**config.mk**
```make
export PLATFORM = sky130hd
export DESIGN_NAME = vedic_mult_seq_ctrl
export DESIGN_NICKNAME = d
export VERILOG_FILES = /design/src/rtl/vedic_mult_seq_ctrl.sv
export SDC_FILE = /design/constraint.sdc
export NUM_CORES = 1
export LEC_CHECK = 0
export ABC_AREA = 1
export BUFFER_PORTS_ARGS = -buffer_cell sky130_fd_sc_hd__buf_2
export CAP_MARGIN = 20
export CORE_UTILIZATION = 35
export CTS_CLUSTER_DIAMETER = 80
export DETAILED_ROUTE_END_ITERATION = 7
export SLEW_MARGIN = 20
export SYNTH_ARGS = -nofsm -noshare
export SYNTH_HDL_FRONTEND = slang
export SYNTH_SLANG_ARGS = --single-unit
export TNS_END_PERCENT = 10
```
**constraint.sdc**
```tcl
create_clock -name clk -period 2.4 [get_ports clk]
set_clock_uncertainty 0.15 [all_clocks]
set_input_delay 0.12 -clock clk [delete_from_list [all_inputs] [get_ports clk]]
set_output_delay 0.12 -clock clk [all_outputs]
set_load 0.005 [all_outputs]
```
**src/rtl/vedic_mult_seq_ctrl.sv**
```systemverilog
// Sequencer driving one shared HALF x HALF multiplier through four partial
// products and accumulating them into a 2*WIDTH-bit result.
//
// Ports:
//   clk, rst_n            clock, async active-low reset
//   in_valid/in_ready     operand handshake (a, b)
//   mul_a/mul_b/mul_p     shared combinational multiplier
//   out_valid/out_ready   result handshake (product)
//   busy                  high whenever not idle
module vedic_mult_seq_ctrl #(
  parameter  int WIDTH = 32,
  localparam int HALF  = WIDTH / 2
) (
  input  logic               clk,
  input  logic               rst_n,
  input  logic               in_valid,
  output logic               in_ready,
  input  logic [WIDTH-1:0]   a,
  input  logic [WIDTH-1:0]   b,
  output logic [HALF-1:0]    mul_a,
  output logic [HALF-1:0]    mul_b,
  input  logic [WIDTH-1:0]   mul_p,
  output logic               out_valid,
  input  logic               out_ready,
  output logic [2*WIDTH-1:0] product,
  output logic               busy
);

  typedef enum logic [2:0] {
    IDLE = 3'd0,
    PP0  = 3'd1,
    PP1  = 3'd2,
    PP2  = 3'd3,
    PP3  = 3'd4,
    DONE = 3'd5
  } state_t;

  state_t               state_q, state_d;
  logic [WIDTH-1:0]     a_q, a_d;
  logic [WIDTH-1:0]     b_q, b_d;
  logic [2*WIDTH-1:0]   acc_q, acc_d;
  logic                 out_valid_q, out_valid_d;

  logic [HALF-1:0]      a_lo, a_hi, b_lo, b_hi;
  logic [2*WIDTH-1:0]   pp_ext;
  logic [2*WIDTH-1:0]   term;

  assign a_lo   = a_q[HALF-1:0];
  assign a_hi   = a_q[WIDTH-1:HALF];
  assign b_lo   = b_q[HALF-1:0];
  assign b_hi   = b_q[WIDTH-1:HALF];
  assign pp_ext = {{WIDTH{1'b0}}, mul_p};

  always_ff @(posedge clk or negedge rst_n) begin
    if (!rst_n) begin
      state_q     <= IDLE;
      a_q         <= '0;
      b_q         <= '0;
      acc_q       <= '0;
      out_valid_q <= 1'b0;
    end else begin
      state_q     <= state_d;
      a_q         <= a_d;
      b_q         <= b_d;
      acc_q       <= acc_d;
      out_valid_q <= out_valid_d;
    end
  end

  always_comb begin
    state_d     = state_q;
    a_d         = a_q;
    b_d         = b_q;
    acc_d       = acc_q;
    out_valid_d = out_valid_q;
    mul_a       = '0;
    mul_b       = '0;
    term        = '0;
    unique case (state_q)
      IDLE: begin
        if (in_valid) begin
          a_d     = a;
          b_d     = b;
          acc_d   = '0;
          state_d = PP0;
        end
      end
      PP0: begin
        mul_a   = a_lo;
        mul_b   = b_lo;
        term    = pp_ext;
        acc_d   = acc_q + term;
        state_d = PP1;
      end
      PP1: begin
        mul_a   = a_lo;
        mul_b   = b_hi;
        term    = pp_ext << HALF;
        acc_d   = acc_q + term;
        state_d = PP2;
      end
      PP2: begin
        mul_a   = a_hi;
        mul_b   = b_lo;
        term    = pp_ext << HALF;
        acc_d   = acc_q + term;
        state_d = PP3;
      end
      PP3: begin
        mul_a       = a_hi;
        mul_b       = b_hi;
        term        = pp_ext << WIDTH;
        acc_d       = acc_q + term;
        out_valid_d = 1'b1;
        state_d     = DONE;
      end
      DONE: begin
        if (out_ready) begin
          out_valid_d = 1'b0;
          state_d     = IDLE;
        end
      end
      default: begin
        out_valid_d = 1'b0;
        state_d     = IDLE;
      end
    endcase
  end

  assign in_ready  = (state_q == IDLE);
  assign busy      = (state_q != IDLE);
  assign out_valid = out_valid_q;
  assign product   = acc_q;

endmodule
```
# [Word-level counts from Yosys, hierarchy flattened]
# Index checks and enable logic that the tools add are counted.
[totals] reg_bits=132 output_inout_bits=99 latchBits=0 inputBits=100 elab_cells=38 mem_count=0 romBits=0 ram_bits=0
[classes] magnitude_cmp=0 n_reduce_logical=13 eq_ne=7 multipliers=0 n_shift=0 div=0 addsub=3 bitwise_logic=1 muxes=9
[ops] operator="64-bit case mux with 4 select lines" count=1
[ops] operator="64-bit by 32-bit adder with 64-bit output" count=1
[ops] operator="64-bit by 48-bit adder with 64-bit output" count=1
[ops] operator="64-bit adder" count=1
[ops] operator="64-bit two-way mux" count=1
[ops] operator="16-bit case mux with 2 select lines" count=2
[ops] operator="3-bit case mux with 6 select lines" count=1
[ops] operator="2-bit OR reduction" count=5
[ops] operator="2-bit AND reduction" count=4
[ops] operator="3-bit by 2-bit == test with 1-bit output, second input constant" count=2
[ops] operator="3-bit == test, second input constant" count=2
[ops] operator="3-bit two-way mux" count=2
[ops] operator="2-bit != test, second input constant" count=2
[ops] operator="4-bit nonzero test" count=1
[ops] operator="4-bit OR reduction" count=1
[ops] operator="3-bit by 1-bit == test with 1-bit output, second input constant" count=1
[ops] operator="3-bit zero test" count=1
[ops] operator="1-bit case mux with 3 select lines" count=1
[ops] operator="3-bit nonzero test" count=1
[ops] operator="1-bit two-way mux" count=1
[ops] operator="1-bit NOT" count=1

# [Longest topological paths before layout]
# Gate-level depths: netlist (run 1).
[depth] depth_word=4 mapped_depth=15 mapped_depth_nobuf=15

# [Worst setup path before layout (run 1)]
# Ideal clock, no wire load.
[synth_path] path_type="register -> register" from="reg acc_q[32] (netlist: product[32])" to="reg acc_q[42] (netlist: product[42])" slack_ns=0.146 arrival_ns=1.974 setup_time_ns=0.130 synth_period_minus_slack_ns=2.254 path_stages_with_launch=12 required_ns=2.120 path_buffers=0 cell_sequence="dfrtp_1 -> ha_1 -> fa_1 -> nand3_1 -> nand2_1 -> nand3_1 -> nand2_1 -> nand2_1 -> nand2_1 -> or2_2 -> nand3_1 -> nand4_1"
[synth_via] elab_chain_cells=2 elab_cells_between_ends=4 classes_between="3 x add/sub; 1 x mux"
[synth_lines] element="start, declared" line_no="41" rtl="logic [2*WIDTH-1:0] acc_q, acc_d;"
[synth_lines] element="start signal, assigned" line_no="59" rtl="acc_q <= '0;"
[synth_lines] element="start signal, assigned" line_no="65" rtl="acc_q <= acc_d;"
[synth_lines] element="64-bit adder (tied with other cells)" line_no="113" rtl="acc_d = acc_q + term;"
[synth_lines] element="64-bit case mux with 4 select lines (*)" line_no="79" rtl="unique case (state_q)"
# Mark *: on every way between the ends. The rest lies on a longest branch, timed or not.
# A chain may end at the register's enable or synchronous reset.

# [Worst setup path after layout (run 1)]
[layout_path] from="reg acc_q[19] (netlist: product[19])" to="reg acc_q[62] (netlist: product[62])"
# The elaborated chain is that of the path after synthesis.

==> results by group, run 1 <==
Logic synthesis
  • Net Count, Synth: 2,805
  • Yosys top cell area share: 0.230
  • Synth area leader: nand2_1
  • Register area share after synthesis: 0.220
  • Syn Area/Cell: around 5.8 um^2
  • Synth Flop Type: dfrtp_1
  • Commonest cells in the netlist: nand2_1 (918), inv_1 (434), nor2_1 (264)
  • Post-synth EDFFs: 0
  • Most frequent cell after synthesis: nand2_1
  • Synth warn: 0
  • Netlist Area Pre-Place: 15,000 um^2
  • Ranking of synthesized cells by area: nand2_1 (23%), dfrtp_1 (22%), inv_1 (11%)
  • Seq cells post-synth: 132
  • Netlist cell types: 46
  • Mapped Cells: 2,607
  • Async set-reset flop share out of synthesis: 1.00

Setup path
  • R2r endpoint: product[62]
  • Worst setup endpoint: product[62]
  • Worst r2r src: product[19]
  • Worst Setup Path Type: reg -> reg
  • Crit-path max FO: 3
  • CP Cell Sequence: ha_4 -> buf_4 -> nand2_1 -> nand2_1 -> nand2_1 -> nand2_2 -> inv_1 -> nand2_2 -> buf_4 -> nand2_1 -> nand2_1 -> nand2_2 -> nand3_4 -> nand3_1 -> nand3_1 -> nand4_1
  • Largest stage delay, worst path: 0.45 ns
  • WP data arrival: around 2.6 ns
  • CP Capture Type: flip-flop
  • R2R setup slack: 0.04 ns
  • Most used cell, CP: nand2_1
  • Slowest cell on the critical path: dfrtp_2
  • Cells on worst reg2reg path: 16
  • Startpoint types: flip-flop
  • Worst EP required: 2.61 ns
  • Crit. Startpoint: product[19]

Routing
  • Via-to-Cell Ratio: 5.23
  • DR WL/cell: 20.7 um
  • Detailed-route via count: 20,011
  • Iteration-0 DRC Markers: about 1,800
  • Final WL: 79.0 mm
  • Antenna Nets Post-Route: 0
  • Pre-antenna DRT Iters: 7
  • DRC viols: 0

Cells and area
  • Layout cells sized above 1: 0.346
  • Final instance area: 23,200 um^2
  • Register area: 3340 um^2
  • # nets final: 3,471
  • Multi-input gate area: 11,800 um^2
  • Finished Layout Cells: 3,827
  • Fill cells: 4,128
  • Area grow syn2layout: 54.5%

Power
  • Power Total: roughly 27 mW
  • Psw: 13.8 mW
  • Max IR drop VDD: 1.05 mV
  • Logic pwr share: 0.733
  • Leakage power: 12.1 nW
  • Clk pwr share: 0.108
  • Reg power frac: 0.158
  • Sw frac: 0.504
  • Internal cell power: around 14 mW
  • Pwr Density: 1180 nW/um^2

Place
  • DP Area: 19,600 um^2
  • Port Buffers: about 200
  • GP Congestion: approximately 1.1
  • Placed cell count: 3,705
  • Half-perimeter wire length after placement: roughly 64 mm

CTS
  • Skew-Pair Late Insertion Delay: 0.49 ns
  • Worst-case clock buffer depth: 2
  • CTS Buf Count: 17
  • CTS tree: yes
  • CTS sink cnt: 132
  • Clock slew at reported path FFs: 0.06 ns
  • CTS root buffer: clkbuf_16
  • H-Tree Level Count: 4

STA
  • Final period utilization: 0.985
  • Slew at the pin closest to its max-slew limit: 0.628 ns
  • Min Tclk post-route: 2.36 ns
  • Final setup viols: 0
  • Hold slack: 0.00417 ns
  • F_max: 423 MHz
  • Fin. Hold Viols: 0
  • Slew Viols, Final: 0
  • Relative slew slack: 0.581
  • Unrepaired setup endpoints after global routing: true

Global routing
  • First-pass GRT wire length: 115 mm
  • GRT Total Usage: 0.358
  • GRT Residual Overflow: 0
  • Vias in the first global route: 18,885
  • Initial antenna violation count: 1
  • Pin count of the biggest net entering global routing: 53

Floorplanning
  • Die Wd: ~210 um
  • Die area: 43,700 um^2
  • IO Count: 199
  • Core area: about 42,000 um^2
  • Die Ht: 209 um
  • FP Rows: 75
  • Initial Util: 0.356

Status
  • Status: finished, final reports clean

Min path
  • Hold Path Class: in -> async

Run
  • Max_cap viols: 0
## what timing repair did
item	CTS	global route
resized for setup	108	382
hold buffers	70	0
hold endpoints to repair	202	0
setup buffers	0	18
endpoints found under the setup margin	44	51
pin swaps	1	60
## cell usage in the layout (no fill, tap or decap), types with 72 or more instances in the layout
cell / Yosys / routed
nand2_1: 918 / 805
dfrtp_1: 132 / 100
buf_2: 18 / 197
nor2_1: 264 / 183
nand2_2: 4 / 106
a21oi_1: 153 / 124
nand3_1: 210 / 168
buf_4: 1 / 397
nor2_2: 12 / 72
inv_1: 434 / 424
## flip-flops by register name (all words and copies together), names as in the netlist
| name | count |
|---|---|
| state_q | 3 |
| a_q | 32 |
| out_valid | 1 |
| b_q | 32 |
| product | 64 |
## metrics by stage
step,util,setup TNS [ns],worst slack (ns)
finish,0.550,0,0.0355
global route,0.550,-0.991,-0.0677
CTS,0.507,-0.337,-0.0625
detailed placement,0.466,-4.74,-0.305
global placement,0.466,-4.19,-0.305
floorplan,-,0,0.146
## power groups by stage
stage / clock network (mW) / logic (mW) / registers (mW)
after global placement: 0 / 16.9 / 4.08
after floorplan: 0 / 8.75 / 4.02
after CTS: 3.01 / 17.7 / 4.15
after detailed placement: 0 / 17.0 / 4.13
after global routing: 3.08 / 21.7 / 4.43
final: 2.98 / 20.1 / 4.35
## final cells by class
cell class,count,area share
multi-input combinational,1990,0.510
clock inverter,14,0.00875
timing repair buffer,683,0.217
tap,539,0.0291
sequential,132,0.144
clock buffer,17,0.0184
antenna,3,0.000324
inverter,449,0.0729
## how the worst min path moves through the flow
stage	startpoint	to	slack (ns)	cells past startpoint
2_1_floorplan	rst_n	a_q[0]	-0.33	0
3_3_place_gp	rst_n	a_q[0]	-0.03	1
3_5_place_dp	rst_n	a_q[10]	-0.03	1
4_1_cts	rst_n	a_q[10]	0.02	2
5_1_grt	rst_n	a_q[10]	0.07	2
6_report	rst_n	a_q[24]	0.004	2
## cells by family after synthesis
kind of cell / Yosys count / share of synthesized area
buffers and inverters: 485 / 0.125
XOR/XNOR: 13 / 0.00759
multiplexers: 32 / 0.0240
AND/OR/NAND/NOR: 1539 / 0.430
flip-flops: 132 / 0.220
AO/OA/AOI/OAI: 308 / 0.109
adder cells (fa/ha/maj): 98 / 0.0833
## layer usage
metal / vias up / wire length (um) / track usage
met4: 0 / 4320 / 0.178
met5: - / 0 / 0
met1: 9368 / 32600 / 0.455
met3: 165 / 6700 / 0.0688
met2: 871 / 35400 / 0.577
li1: 9607 / - / -
## critical path: cells and delay by family (launching register included)
family	cells	cell delay, ns
and+or+nand+nor	12	1.06
DFF	1	0.45
buffers and inverters	3	0.29
adders and majority gates	1	0.29
(Power assumes the default switching activity.)
==> run 2: changes to the inputs <==
==> constraint.sdc (replaced) <==
create_clock -name clk -period 3 [get_ports clk]
set_clock_uncertainty 0.15 [all_clocks]
set_input_delay 0.15 -clock clk [delete_from_list [all_inputs] [get_ports clk]]
set_output_delay 0.15 -clock clk [all_outputs]
set_load 0.005 [all_outputs]
==> results by group, run 2 (synthesis gave the netlist of run 1 again) <==
Setup path
  • Worst setup endpoint: product[34]
  • Cell family with most CP delay: simple AND/OR/NAND/NOR gates
  • Worst EP required: about 3.2 ns
  • Worst Setup Path Type: reg -> reg
  • Cells on worst reg2reg path: 11
  • Startpoint types: flip-flop
  • Slowest cell on the critical path: fa_1
  • Largest stage delay, worst path: 0.44 ns
  • CP Capture Type: flip-flop
  • R2R setup slack: 0.08 ns
  • Crit. Startpoint: product[16]
  • WP data arrival: 3.13 ns
  • Worst Path Buf+Inv: 0
  • R2r endpoint: product[34]
  • Crit-path max FO: 4
  • Worst r2r src: product[16]
  • CP Cell Sequence: ha_1 -> fa_1 -> nand3_1 -> nor2_1 -> nand2_1 -> nand3_1 -> nand2_1 -> nand2_1 -> or2_2 -> nand3_1 -> nand4_1
  • WP depth: 11

Global routing
  • Vias in the first global route: 17,789
  • GRT Residual Overflow: 0
  • Initial antenna violation count: 1
  • Pin count of the biggest net entering global routing: 75
  • First-pass GRT wire length: 112 mm
  • GRT Total Usage: 0.351

CTS
  • H-Tree Level Count: 4
  • CTS Buf Count: 17
  • CTS sink cnt: 132
  • Skew-Pair Late Insertion Delay: roughly 0.49 ns
  • CTS root buffer: clkbuf_16
  • Clock slew at reported path FFs: 0.07 ns
  • Worst-case clock buffer depth: 2
  • CTS tree: yes

Routing
  • DRC viols: 0
  • Iteration-0 DRC Markers: 1,537
  • Via-to-Cell Ratio: around 5.3
  • Detailed-route via count: 18,401
  • Final WL: 75.7 mm
  • DR WL/cell: ~22 um
  • Pre-antenna DRT Iters: 6
  • Antenna Nets Post-Route: 0

Power
  • Psw: 9.57 mW
  • Reg power frac: 0.203
  • Max IR drop VDD: between 0.7 and 0.8 mV
  • Internal cell power: 7.73 mW
  • Leakage power: approximately 10 nW
  • Logic pwr share: 0.670
  • Sw frac: 0.553
  • Pwr Density: 947 nW/um^2
  • Clk pwr share: 0.127

STA
  • Final period utilization: 0.974
  • Setup TNS: 0 ns
  • Fin. Hold Viols: 0
  • Slew at the pin closest to its max-slew limit: 0.780 ns
  • Unrepaired setup endpoints after global routing: true
  • Final setup viols: 0
  • Min Tclk post-route: 2.92 ns
  • Relative slew slack: 0.480
  • Slew Viols, Final: 0
  • F_max: between 300 and 400 MHz

Place
  • Port Buffers: 198
  • GP Congestion: around 1.1
  • Placed cell count: 3,372
  • Half-perimeter wire length after placement: 62.3 mm

Floorplanning
  • IO Count: 199
  • Die Ht: 209 um
  • Core area: 42,100 um^2
  • Die area: 43,700 um^2
  • FP Rows: 75
  • Die Wd: 209 um
  • Initial Util: 0.356

Cells and area
  • Area grow syn2layout: 21.8%
  • N_diodes: 0
  • Most common cell after layout, fill and taps aside: nand2_1
  • Layout cells sized above 1: 0.132
  • Fill cells: approximately 4,600
  • # nets final: between 3,000 and 4,000
  • Max FFs per register: 64
  • Finished Layout Cells: 3,470
  • Most frequent cells in the layout: nand2_1 (917), inv_1 (434), nor2_1 (263)

Run
  • Max_cap viols: 0

Status
  • Status: finished, final reports clean

Min path
  • Hold Path Class: in -> async
-- run 2: area by class of cell --
type / instances / area [um^2] / area share
multi-input combinational: 1990 / 9830 / 0.538
sequential: 132 / 3310 / 0.181
tap: 539 / 674 / 0.0369
inverter: 449 / 1690 / 0.0923
clock buffer: 19 / 443 / 0.0242
clock inverter: 11 / 129 / 0.00706
timing repair buffer: 330 / 2200 / 0.120
-- run 2: per-stage QoR --
| stage | cell area (um^2) | hold slack [ns] | util | setup WS (ns) | power [mW] |
|---|---|---|---|---|---|
| floorplan | 15000 | -0.296 | - | 0.746 | 10.2 |
| global placement | 17000 | 0.0972 | 0.404 | -0.00530 | 14.7 |
| detailed placement | 17000 | 0.0948 | 0.404 | -0.00715 | 14.8 |
| CTS | 18300 | 0.0900 | 0.433 | 0.0501 | 17.1 |
| global route | 18300 | 0.167 | 0.433 | -0.0238 | 18.7 |
| finish | 18300 | 0.116 | 0.433 | 0.0777 | 17.3 |
-- run 2: what timing repair did --
action                                 4_1_cts  5_1_grt
setup endpoints to repair                    1        5
endpoints found under the hold margin      139        0
gates resized for setup                      1        4
setup buffers                                0        0
hold buffers                                68        0
-- run 2: worst min path at each step --
stage / start / end / slack, ns / cells after the start
after floorplan: rst_n / a_q[0] / -0.30 / 0
after global placement: rst_n / a_q[0] / 0.1 / 1
after detailed placement: rst_n / a_q[0] / 0.09 / 1
after CTS: mul_p[25] / product[25] / 0.09 / 4
after global routing: rst_n / a_q[26] / 0.17 / 2
final: rst_n / a_q[0] / 0.12 / 2
-- run 2: power groups by stage --
| stage | Sequential [mW] | Clock (mW) | Combinational (mW) |
|---|---|---|---|
| after floorplan | 3.21 | 0 | 7.00 |
| after global placement | 3.46 | 0 | 11.3 |
| after detailed placement | 3.49 | 0 | 11.3 |
| after CTS | 3.47 | 2.24 | 11.4 |
| after global routing | 3.58 | 2.28 | 12.8 |
| final | 3.51 | 2.20 | 11.6 |
-- run 2: routing by layer --
metal	up-vias	global-route usage	wire (um)
met3	183	0.0732	6460
li1	8897	-	-
met5	-	0	13
met2	866	0.549	32800
met1	8453	0.437	31200
met4	2	0.229	5270
==> run 3: changes to the inputs <==
--- a/config.mk
+++ b/config.mk
@@ -11,6 +11,7 @@
 export CORE_UTILIZATION = 35
 export CTS_CLUSTER_DIAMETER = 80
 export DETAILED_ROUTE_END_ITERATION = 7
+export HOLD_SLACK_MARGIN = 0.06
 export SLEW_MARGIN = 20
 export SYNTH_ARGS = -nofsm -noshare
 export SYNTH_HDL_FRONTEND = slang
==> constraint.sdc (replaced) <==
create_clock -name clk -period 2.61 [get_ports clk]
set_clock_uncertainty 0.15 [all_clocks]
set_input_delay 0.1305 -clock clk [delete_from_list [all_inputs] [get_ports clk]]
set_output_delay 0.1305 -clock clk [all_outputs]
set_load 0.005 [all_outputs]
==> results by group, run 3 (synthesis gave the netlist of run 1 again) <==
CTS
  • Worst-case clock buffer depth: 2
  • Clock slew at reported path FFs: roughly 0.080 ns
  • CTS Buf Count: 17
  • CTS tree: yes
  • CTS sink cnt: 132
  • CTS root buffer: clkbuf_16
  • H-Tree Level Count: 4
  • Skew-Pair Late Insertion Delay: about 0.5 ns

Setup path
  • Worst Path Buf+Inv: 1
  • CP Cell Sequence: nand2_1 -> inv_1 -> nand3_1 -> nor2_1 -> nand3_1 -> nor2_1 -> nand2_1 -> nand2_1 -> nand2_1 -> nand3_1 -> nand4_1
  • Startpoint types: flip-flop
  • Slowest cell on the critical path: dfrtp_1
  • Crit-path max FO: 7
  • WP data arrival: 2.79 ns
  • Most used cell, CP: nand2_1
  • Worst EP required: 2.84 ns
  • Worst Setup Path Type: reg -> reg
  • CP Capture Type: flip-flop
  • Largest stage delay, worst path: 0.61 ns
  • Cell family with most CP delay: simple AND/OR/NAND/NOR gates

STA
  • Slew at the pin closest to its max-slew limit: 0.560 ns
  • Final period utilization: 0.983
  • Relative slew slack: 0.627
  • Final setup viols: 0
  • F_max: 390 MHz
  • Unrepaired setup endpoints after global routing: true
  • Min Tclk post-route: 2.56 ns
  • Setup TNS: 0 ns
  • Fin. Hold Viols: 0
  • Slew Viols, Final: 0

Cells and area
  • Most frequent cells in the layout: nand2_1 (890), inv_1 (434), buf_4 (276)
  • Max FFs per register: 64
  • Fill cells: ~4,400
  • # nets final: 3,339
  • Final instance area: 20,500 um^2
  • Core Util, Final: 0.488
  • Layout cells sized above 1: 0.229
  • Area grow syn2layout: 37.1%
  • Most common cell after layout, fill and taps aside: nand2_1

Global routing
  • Initial antenna violation count: 1
  • First-pass GRT wire length: 115 mm
  • GRT Total Usage: 0.361
  • Pin count of the biggest net entering global routing: 97
  • Vias in the first global route: 18,453
  • GRT Residual Overflow: 0

Status
  • Status: finished, final reports clean

Routing
  • Pre-antenna DRT Iters: 8
  • DR WL/cell: 21.4 um
  • Final WL: approximately 79 mm
  • Via-to-Cell Ratio: 5.23
  • Iteration-0 DRC Markers: 2,004
  • DRC viols: 0
  • Antenna Nets Post-Route: 0
  • Detailed-route via count: 19,348

Min path
  • Hold Path Class: in -> reg

Place
  • DP Area: about 19,000 um^2
  • Port Buffers: 198
  • GP Congestion: 1.10
  • Half-perimeter wire length after placement: 65.0 mm

Power
  • Psw: 11.8 mW
  • Leakage power: 11.3 nW
  • Internal cell power: 10.4 mW
  • Power Total: 22.3 mW
  • Reg power frac: 0.177
  • Clk pwr share: 0.117
  • Max IR drop VDD: 0.712 mV
  • Logic pwr share: 0.707
  • Pwr Density: around 1100 nW/um^2
  • Sw frac: 0.531

Run
  • Max_cap viols: 0

Floorplanning
  • Die Wd: about 210 um
  • FP Rows: 75
  • Die area: approximately 44,000 um^2
  • Initial Util: 0.356
  • IO Count: around 200
  • Core area: 42,100 um^2
  • Die Ht: 209 um
-- run 3: timing repair --
action / in CTS / in global routing
hold endpoints to repair: 201 / 0
pin swaps: 0 / 6
endpoints found under the setup margin: 17 / 43
resized for setup: 10 / 118
setup buffers: 0 / 7
cloned: 0 / 0
hold buffers: 70 / 0
-- run 3: stage by stage --
stage	hold slack, ns	worst slack (ns)	cells
2_1_floorplan	-0.315	0.356	2607
3_3_place_gp	-0.123	-0.0892	3584
3_5_place_dp	-0.107	-0.0797	3584
4_1_cts	0.0623	-0.0412	3686
5_1_grt	0.0605	-0.0638	3694
6_report	0.0581	0.0453	3698
-- run 3: worst min-delay path, delay by kind of cell --
kind / cells / cell delay (ns)
buffers and inverters: 2 / 0.23
adder cells (fa/ha/maj): 1 / 0.17
AO/OA/AOI/OAI: 1 / 0.06
AND/OR/NAND/NOR: 1 / 0.06
-- run 3: final timing paths --
path                             start     endpoint  slack, ns  depth (start not counted)
setup / recovery           product[50]  product[51]       0.05                         11
hold / removal               mul_p[23]  product[23]       0.06                          5
setup reg to reg           product[50]  product[51]       0.05                         11
hold reg to reg                 a_q[7]       a_q[7]       0.36                          1
max in group asynchronous        rst_n  product[18]       1.24                          4
min in group asynchronous        rst_n      a_q[26]       0.55                          4
-- run 3: routing by layer --
metal / wire (um) / vias to the layer above / share of wire / global-route usage
li1: - / 9332 / - / -
met1: 33200 / 8998 / 0.42 / 0.462
met2: 35100 / 868 / 0.44 / 0.581
met3: 7080 / 148 / 0.089 / 0.0807
met4: 3680 / 2 / 0.047 / 0.160
met5: 72 / - / 0.00091 / 0.0122
-- run 3: layout make-up --
| type | instances | area (um^2) | area share |
|---|---|---|---|
| Multi-Input combinational cell | 1990 | 10300 | 0.504 |
| Timing Repair Buffer | 551 | 3920 | 0.191 |
| Sequential cell | 132 | 3320 | 0.162 |
| Inverter | 449 | 1690 | 0.0820 |
| Tap cell | 539 | 674 | 0.0328 |
| Clock buffer | 17 | 425 | 0.0207 |
| Clock inverter | 15 | 161 | 0.00785 |
| Antenna cell | 5 | 12.5 | 0.000609 |
-- run 3: power groups by stage --
stage          Clock (mW)  Sequential, mW  Combinational (mW)
5_1_grt              2.71            4.01                17.1
2_1_floorplan           0            3.69                8.05
3_5_place_dp            0            3.84                14.6
4_1_cts              2.64            3.81                14.8
3_3_place_gp            0            3.80                14.5
6_report             2.60            3.93                15.7
